[src/rtl/apb_rr_master.sv]
// Two-requester APB3 master: round-robin arbitration between two command ports,
// one SETUP/ACCESS transfer per accepted command, response routed back to its issuer.
module apb_rr_master #(
  parameter int ADDR_W  = 32,
  parameter int DATA_W  = 32,
  parameter int TIMEOUT = 16
) (
  input  logic                pclk,
  input  logic                presetn,
  input  logic [1:0]          req_valid,
  output logic [1:0]          req_ready,
  input  logic [1:0]          req_write,
  input  logic [2*ADDR_W-1:0] req_addr,
  input  logic [2*DATA_W-1:0] req_wdata,
  output logic [1:0]          rsp_valid,
  output logic [DATA_W-1:0]   rsp_rdata,
  output logic                rsp_err,
  output logic                psel,
  output logic                penable,
  output logic                pwrite,
  output logic [ADDR_W-1:0]   paddr,
  output logic [DATA_W-1:0]   pwdata,
  input  logic                pready,
  input  logic                pslverr,
  input  logic [DATA_W-1:0]   prdata
);

  localparam int CNT_W = $clog2(TIMEOUT) + 1;
  localparam logic [CNT_W-1:0] CNT_LAST = CNT_W'(TIMEOUT - 1);

  typedef enum logic [1:0] {IDLE, SETUP, ACCESS, RESP} state_t;

  state_t              state_q, state_d;
  logic                psel_q, psel_d;
  logic                penable_q, penable_d;
  logic                pwrite_q, pwrite_d;
  logic [ADDR_W-1:0]   paddr_q, paddr_d;
  logic [DATA_W-1:0]   pwdata_q, pwdata_d;
  logic                id_q, id_d;
  logic                last_q, last_d;
  logic [CNT_W-1:0]    cnt_q, cnt_d;
  logic [1:0]          rsp_valid_q, rsp_valid_d;
  logic [DATA_W-1:0]   rsp_rdata_q, rsp_rdata_d;
  logic                rsp_err_q, rsp_err_d;

  logic                win_id;
  logic                accept;

  // Requester 1 wins when it is alone, or when both ask and requester 0 was served last.
  always_comb begin
    win_id    = req_valid[1] & (~req_valid[0] | ~last_q);
    req_ready = 2'b00;
    if (state_q == IDLE && req_valid != 2'b00) begin
      req_ready = win_id ? 2'b10 : 2'b01;
    end
    accept = |(req_valid & req_ready);
  end

  always_comb begin
    state_d     = state_q;
    psel_d      = psel_q;
    penable_d   = penable_q;
    pwrite_d    = pwrite_q;
    paddr_d     = paddr_q;
    pwdata_d    = pwdata_q;
    id_d        = id_q;
    last_d      = last_q;
    cnt_d       = cnt_q;
    rsp_valid_d = 2'b00;
    rsp_rdata_d = rsp_rdata_q;
    rsp_err_d   = rsp_err_q;
    case (state_q)
      IDLE: begin
        if (accept) begin
          state_d   = SETUP;
          psel_d    = 1'b1;
          penable_d = 1'b0;
          pwrite_d  = req_write[win_id];
          paddr_d   = win_id ? req_addr[2*ADDR_W-1:ADDR_W] : req_addr[ADDR_W-1:0];
          pwdata_d  = win_id ? req_wdata[2*DATA_W-1:DATA_W] : req_wdata[DATA_W-1:0];
          id_d      = win_id;
        end
      end
      SETUP: begin
        state_d   = ACCESS;
        penable_d = 1'b1;
        cnt_d     = '0;
      end
      ACCESS: begin
        if (pready) begin
          state_d     = RESP;
          psel_d      = 1'b0;
          penable_d   = 1'b0;
          rsp_valid_d = id_q ? 2'b10 : 2'b01;
          rsp_rdata_d = pwrite_q ? '0 : prdata;
          rsp_err_d   = pslverr;
        end else if (cnt_q == CNT_LAST) begin
          // Slave never answered: release the bus and report an error.
          state_d     = RESP;
          psel_d      = 1'b0;
          penable_d   = 1'b0;
          rsp_valid_d = id_q ? 2'b10 : 2'b01;
          rsp_rdata_d = '0;
          rsp_err_d   = 1'b1;
        end else begin
          cnt_d = cnt_q + 1'b1;
        end
      end
      RESP: begin
        state_d = IDLE;
        last_d  = id_q;
      end
      default: state_d = IDLE;
    endcase
  end

  always_ff @(posedge pclk or negedge presetn) begin
    if (!presetn) begin
      state_q     <= IDLE;
      psel_q      <= 1'b0;
      penable_q   <= 1'b0;
      pwrite_q    <= 1'b0;
      paddr_q     <= '0;
      pwdata_q    <= '0;
      id_q        <= 1'b0;
      last_q      <= 1'b1;
      cnt_q       <= '0;
      rsp_valid_q <= 2'b00;
      rsp_rdata_q <= '0;
      rsp_err_q   <= 1'b0;
    end else begin
      state_q     <= state_d;
      psel_q      <= psel_d;
      penable_q   <= penable_d;
      pwrite_q    <= pwrite_d;
      paddr_q     <= paddr_d;
      pwdata_q    <= pwdata_d;
      id_q        <= id_d;
      last_q      <= last_d;
      cnt_q       <= cnt_d;
      rsp_valid_q <= rsp_valid_d;
      rsp_rdata_q <= rsp_rdata_d;
      rsp_err_q   <= rsp_err_d;
    end
  end

  assign psel      = psel_q;
  assign penable   = penable_q;
  assign pwrite    = pwrite_q;
  assign paddr     = paddr_q;
  assign pwdata    = pwdata_q;
  assign rsp_valid = rsp_valid_q;
  assign rsp_rdata = rsp_rdata_q;
  assign rsp_err   = rsp_err_q;

endmodule

[config.mk]
export PLATFORM = sky130hd
export DESIGN_NAME = apb_rr_master
export DESIGN_NICKNAME = d
export VERILOG_FILES = /design/src/rtl/apb_rr_master.sv
export SDC_FILE = /design/constraint.sdc
export NUM_CORES = 1
export LEC_CHECK = 0
export ABC_AREA = 1
export CAP_MARGIN = 5
export CORE_ASPECT_RATIO = 0.9
export CORE_MARGIN = 10
export CORE_UTILIZATION = 37
export DETAILED_ROUTE_END_ITERATION = 8
export GPL_TIMING_DRIVEN = 0
export HOLD_SLACK_MARGIN = 0.15
export PLACE_DENSITY = 0.88
export SLEW_MARGIN = 20
export SYNTH_ARGS = -nofsm -noshare
export SYNTH_HDL_FRONTEND = slang
export SYNTH_SLANG_ARGS = --single-unit
[constraint.sdc]
create_clock -name pclk -period 1.7 [get_ports pclk]
set_clock_uncertainty 0.2 [all_clocks]
set_input_delay 0.255 -clock pclk [delete_from_list [all_inputs] [get_ports pclk]]
set_output_delay 0.255 -clock pclk [all_outputs]
set_load 0.005 [all_outputs]
==> results.md <==
* Outcome: complete, but fails checks
* Violations in the final reports: negative setup slack
* Routed wire length at 25,300 µm
* Filler-free cell count of the finished design at 1,207
* Count of unresolved DRC violations after routing at 0
* Vias in the first global route at 6,197
* Synth-to-Final Area Change at 86.3%
* Chip Width at 149 µm
* Library cell contributing the largest single delay on the critical path: sky130_fd_sc_hd__dfrtp_1
* Setup violations, final at 96
* Count of standard-cell rows at 42
* Number of enable-type register cells in the synthesized netlist at 0
* Met1 Use GR at 25.4%
* Clock transition at the register clock pins on the worst setup and hold paths after CTS at 0.08 ns
* Timing startpoint of the critical path: state_q[0]
* Yosys Warn Count at 0
* Synthesized flop and latch total at 111
* Final worst path period need at 1.98 ns
* Top FF cell, synth: sky130_fd_sc_hd__dfrtp_1
* Initial antenna violation count at 3
* Area taken by multi-input logic gates at 2830 µm²
* Maximum frequency from static timing analysis at 504 MHz
* Crit path setup slack, layout at -0.283 ns
* Arrival time reported for the critical path endpoint at 1.53 ns
* CTS Root Cell: sky130_fd_sc_hd__clkbuf_16
* PwrDens at 1560 nW/µm²
* Hold path start: prdata[9]
* Sum of net half-perimeters after detailed placement at 16,500 µm
* Clock latency of the later-clocked register in the worst-skew pair at 0.36 ns
* Total number of nets in the final design at 1,177
* Number of cell instances on the worst register-to-register path at 11
* Lkg Pwr at 0.00522 µW
* Delay of the slowest critical-path stage at 0.41 ns
* Ys async rst share at 100%
* Mean instance size in the synthesized netlist at 8.40 µm²
* Dpl cells at 1,127
* Synth Net Count at 834
* Fraction of final layout cells with drive strength greater than 1 at 23.9%
* Boundary pin count at 272
* Top fanout value on the critical path at 2
* Most common library cell in the layout ignoring fill and taps: sky130_fd_sc_hd__clkdlybuf4s50_1
* Final weighted congestion in routability-driven placement at 0.891
* Wire length of the first global-routing pass at 34,600 µm
* Most crowded layer after global routing: met2
* GRT Resource Usage Total at 21.8%
* Reg area at 2780 µm²
* Count of nets left with antenna violations after detail routing at 0
* Instance count along the most critical hold path at 3
* Number of buffers added by the clock tree synthesis step at 9
* Post-detailed-route wirelength per cell at 21.0 µm
* Number of input and output port buffers inserted at 270
* Req. time, crit path at 1.24 ns
* Height of the die at 136 µm
* Full die area at 20,200 µm²
* Netlist cell types at 26
* Vias per inst at 5.22
* Worst max-slew margin expressed relative to the limit at 55.6%
* Unrepaired setup endpoints after global routing: true
* Largest vdd supply drop at 0.000750 V
* Ordered cell list for the critical path: inv_2 > ha_4 > inv_4 > nor2_8 > inv_4 > buf_6 > a21oi_2 > buf_2
* Share of the yosys chip area belonging to registers at 50.3%
* Category of the worst setup path launch point: flip-flop
* Fin crit share at 117%
* Clock tree from TritonCTS: built
* Post-synthesis instance area at 5520 µm²
* Congestion Overflow GR at 0
* TritonCTS sink count at 111
* Number of DRC markers in iteration 0 at 367
* Starting Density at 37.7%
* Pre-CTS setup slack at -0.862 ns
* Launch point of the worst reg-to-reg path: cnt_q[0]
* Slew at the pin closest to its max-slew limit at 0.666 ns
* Iteration count of the initial detailed-routing pass at 5
* Mapped Cells at 658
* Max-slew violation count at 0
* Maximum Capacitance Violations at 0
* Commonest non-fill, non-tap cells in the layout: 177 x sky130_fd_sc_hd__clkdlybuf4s50_1, 172 x sky130_fd_sc_hd__nand2_1, 110 x sky130_fd_sc_hd__dfrtp_1, 65 x sky130_fd_sc_hd__nand3b_1, 63 x sky130_fd_sc_hd__a21oi_1
* Critical path class: reg2out
* Count of final hold-check violations at 0
* Deepest clock path buffer count at 2
* Fill count at 1,040
* Via count of the routed design at 6,303
* H-tree lvl count at 3
* Global routing met3 resource utilization at 5.55%
* Hold crit path type: in2reg
* Fraction of met2 tracks used by global routing at 36.8%
* Floorplan Core Area at 14,700 µm²
* Worst setup EP type: output port
* Crit path top cell by count: sky130_fd_sc_hd__inv_4
* Largest net degree at the start of global routing at 68
flip-flops by register name, summed over array words and instances, names as in the netlist, 2 cells and up:
signal / count
rsp_valid: 2
pwdata: 32
cnt_q: 5
rsp_rdata: 32
paddr: 32
state_q: 2
metal layers:
layer / share of wire, % / wire length (µm)
met1: 38 / 9720
met2: 50 / 12700
met3: 7.0 / 1770
met4: 4.5 / 1130
met5: 0 / 0
cell usage after synthesis, types with 3 or more instances:
cell / number / share of area [%]
sky130_fd_sc_hd__a21oi_1: 69 / 6.3
sky130_fd_sc_hd__buf_2: 26 / 2.4
sky130_fd_sc_hd__buf_4: 7 / 0.95
sky130_fd_sc_hd__buf_6: 8 / 1.6
sky130_fd_sc_hd__clkbuf_1: 10 / 0.68
sky130_fd_sc_hd__dfrtp_1: 110 / 50
sky130_fd_sc_hd__ha_1: 8 / 1.8
sky130_fd_sc_hd__inv_1: 10 / 0.68
sky130_fd_sc_hd__inv_2: 3 / 0.20
sky130_fd_sc_hd__nand2_1: 211 / 14
sky130_fd_sc_hd__nand3_1: 37 / 3.4
sky130_fd_sc_hd__nand3b_1: 65 / 8.8
sky130_fd_sc_hd__nor2_1: 14 / 0.95
sky130_fd_sc_hd__o21ai_0: 23 / 2.1
sky130_fd_sc_hd__o21ai_1: 45 / 4.1
where the power goes:
| part | internal (µW) | switching (µW) |
|---|---|---|
| registers | 3920 | 739 |
| logic | 4830 | 4250 |
| clock network | 1340 | 1000 |
worst max-delay path, delay by kind of cell, from the launching register on:
family | cells | cell delay (ns)
AO/OA/AOI/OAI | 1 | 0.09
buffers and inverters | 5 | 0.42
AND/OR/NAND/NOR | 1 | 0.11
adder cells (fa/ha/maj) | 1 | 0.14
flip-flops | 1 | 0.41
layout make-up:
cell class              count  share of cell area [%]
flip-flops and latches    111                    27.0
clock inverters             3                   0.669
well taps                 198                    2.41
inverters                  13                   0.644
repair inverters            1                  0.0729
repair buffers            331                    34.4
diodes                      3                  0.0729
multi-input cells         481                    27.5
clock buffers              13                    2.43
plain buffers              53                    4.80
stage by stage:
| step | cell area (µm²) | setup TNS (ns) | hold slack, ns | power [µW] | util, % |
|---|---|---|---|---|---|
| 6_report | 10300 | -11.98 | 0.246 | 16100 | 70.2 |
| 3_5_place_dp | 8530 | -30.26 | 0.110 | 11600 | 58.2 |
| 4_1_cts | 9440 | -7.85 | 0.240 | 14700 | 64.4 |
| 2_1_floorplan | 5560 | 0 | -0.241 | 7570 | - |
| 3_3_place_gp | 8510 | -503.08 | 0.225 | 11300 | 58.0 |
| 5_1_grt | 10300 | -20.28 | 0.254 | 17000 | 70.2 |
worst paths after layout:
path | to | slack, ns
worst max-delay path | req_ready[0] | -0.28
worst min-delay path | rsp_rdata[9] | 0.25
worst max register to register | rsp_rdata[2] | -0.27
worst min register to register | rsp_valid[0] | 0.26
max in group asynchronous | last_q | 0.29
min in group asynchronous | paddr[0] | 0.29
cell families (layout without fill, tap and decap cells):
group | after synthesis | after routing | share of synthesized area [%]
and+or+nand+nor | 334 | 334 | 28.6
AOI/OAI and AO/OA | 139 | 139 | 12.7
DFF | 111 | 111 | 50.3
buffers and inverters | 66 | 414 | 6.64
adders and majority gates | 8 | 8 | 1.81
other | 0 | 3 | 0
what timing repair did:
item	4_1_cts	5_1_grt
gates resized for setup	139	189
buffers inserted	23	22
cloned	9	7
hold buffers	1	0
hold endpoints to repair	66	0
pin swaps	21	30
endpoints found under the setup margin	141	164
Power figures use the tool's default switching activity.
==> patch (same settings) <==
Reset style: synchronous (`presetn`), changed in one clocked block.
--- a/src/rtl/apb_rr_master.sv
+++ b/src/rtl/apb_rr_master.sv
@@ -116,3 +116,3 @@
 
-  always_ff @(posedge pclk or negedge presetn) begin
+  always_ff @(posedge pclk) begin
     if (!presetn) begin
Formal check against the unedited RTL: differs if presetn is asserted again (counterexample within 4 cycles, from zero or initial values and one cycle with presetn low); with presetn held inactive, the same outputs for 4 cycles.
==> patch against the original RTL <==
The flow still finishes with violations (setup timing). Worst hold slack improved by 0.0040 ns. Wire length fell by 14%. Sequential cell count did not move. Die area fell by 4.0%. Largest power group unchanged. Total power fell by 36%. Design area fell by 8.1%. Worst setup slack improved by 0.11 ns. Synthesized area fell by 4.7%.
==> patch: results (changes against the original RTL) <==
metric	value	unit	change
max_slew_margin	0.598		+0.0417
synthArstFlopShare	0		-1.00
fillers	1133		+8.9%
design.die.area	0.0194	sq mm	-4.0%
grt_pass1_wl	32000	um	-7.5%
place.detailed.hpwl	15600	um	-5.2%
seq_total_area_yosys	0.422		-0.0810
timing.reg2reg.worst_path_depth	9		-2
clkPwrFrac	0.221		+0.075
drt_iter0_markers	285		-22%
placed_cell_area	0.00823	sq mm	-3.6%
cpPeakStageDelay	0.36	ns	-0.05 ns
maximum_ir_drop_on_the_vdd_rail	0.640	mV	-15%
crit_path_max_fanout	3		+1
failing_checks	setup timing		
layout-drive-gt1-share	0.177		-0.0620
slowest_stage	sky130_fd_sc_hd__dfxtp_4		
detailroute.via_count	6152		-2.4%
first_global_vias	6103		-1.5%
layout_nets	1231		+4.6%
p_leak	0.00473	uW	-9.3%
power_clock	2290	uW	-2%
grt_start_max_net_pins	17		-75%
switchingPower	3460	uW	-42%
comb_power_share	0.452		-0.113
data_arrival_time_of_the_worst_path	1.41	ns	-0.12 ns
pre_cts_setup_slack	-0.788	ns	+0.0737 ns
yosys.cell_types.count	20		-23%
setup_viol	36		-63%
netlist_top_cells_area	sky130_fd_sc_hd__dfxtp_1 42%, sky130_fd_sc_hd__nand2_1 13%, sky130_fd_sc_hd__nand3_1 9.8%		
mappedNetlistNets	921		+10%
place_congestion	0.848		-4.8%
groute.usage.overall	0.205		-0.0126
synth-compound-area-share	0.106		-0.0211
post_synth_most_frequent_cells	187 x sky130_fd_sc_hd__nand2_1, 111 x sky130_fd_sc_hd__dfxtp_1, 103 x sky130_fd_sc_hd__nand3_1		
port_buffers	271		+0.37%
post-route-worst-setup-slack	-0.169	ns	+0.114 ns
wirelength	21700	um	-14%
setup-tns-final	-4.95	ns	+7.03 ns
hold_slack	0.250	ns	+0.00397 ns
outcome	finished with violations		
cts_buffer_depth	2		unchanged
dominantRegCellSynth	sky130_fd_sc_hd__dfxtp_1		
detail_route.vias_per_cell	4.91		-6.0%
post_synth_fa_ha_maj_area_fraction	0.0190		+0.000891
grt_antenna_before_repair	1		-2
==> patch: final timing paths <==
kind                                  from             to
worst min register to register   paddr[17]      paddr[17]
worst min-delay path             prdata[5]   rsp_rdata[5]
worst max register to register  state_q[0]  rsp_rdata[15]
worst max-delay path            state_q[1]   req_ready[0]
==> patch: cell type report <==
cell class | instances | area, sq um | share of cell area
clock inverters | 3 | 67.6 | 0.00714
well taps | 193 | 241 | 0.0255
inverters | 85 | 327 | 0.0345
flip-flops and latches | 111 | 2240 | 0.237
diodes | 1 | 2.50 | 0.000265
repair buffers | 298 | 3100 | 0.328
clock buffers | 12 | 246 | 0.0261
plain buffers | 56 | 429 | 0.0454
multi-input cells | 494 | 2800 | 0.296
==> patch: timing repair <==
action                     CTS  global route
gates resized for setup    159           109
pin swaps                    8            13
cloned                       5             5
buffers inserted            15             5
setup endpoints to repair  112           154
==> patch: per-layer routing <==
layer	share of wire	GRT usage
met1	0.40	0.223
met2	0.50	0.358
met3	0.068	0.0674
met4	0.038	0.0909
met5	0	0
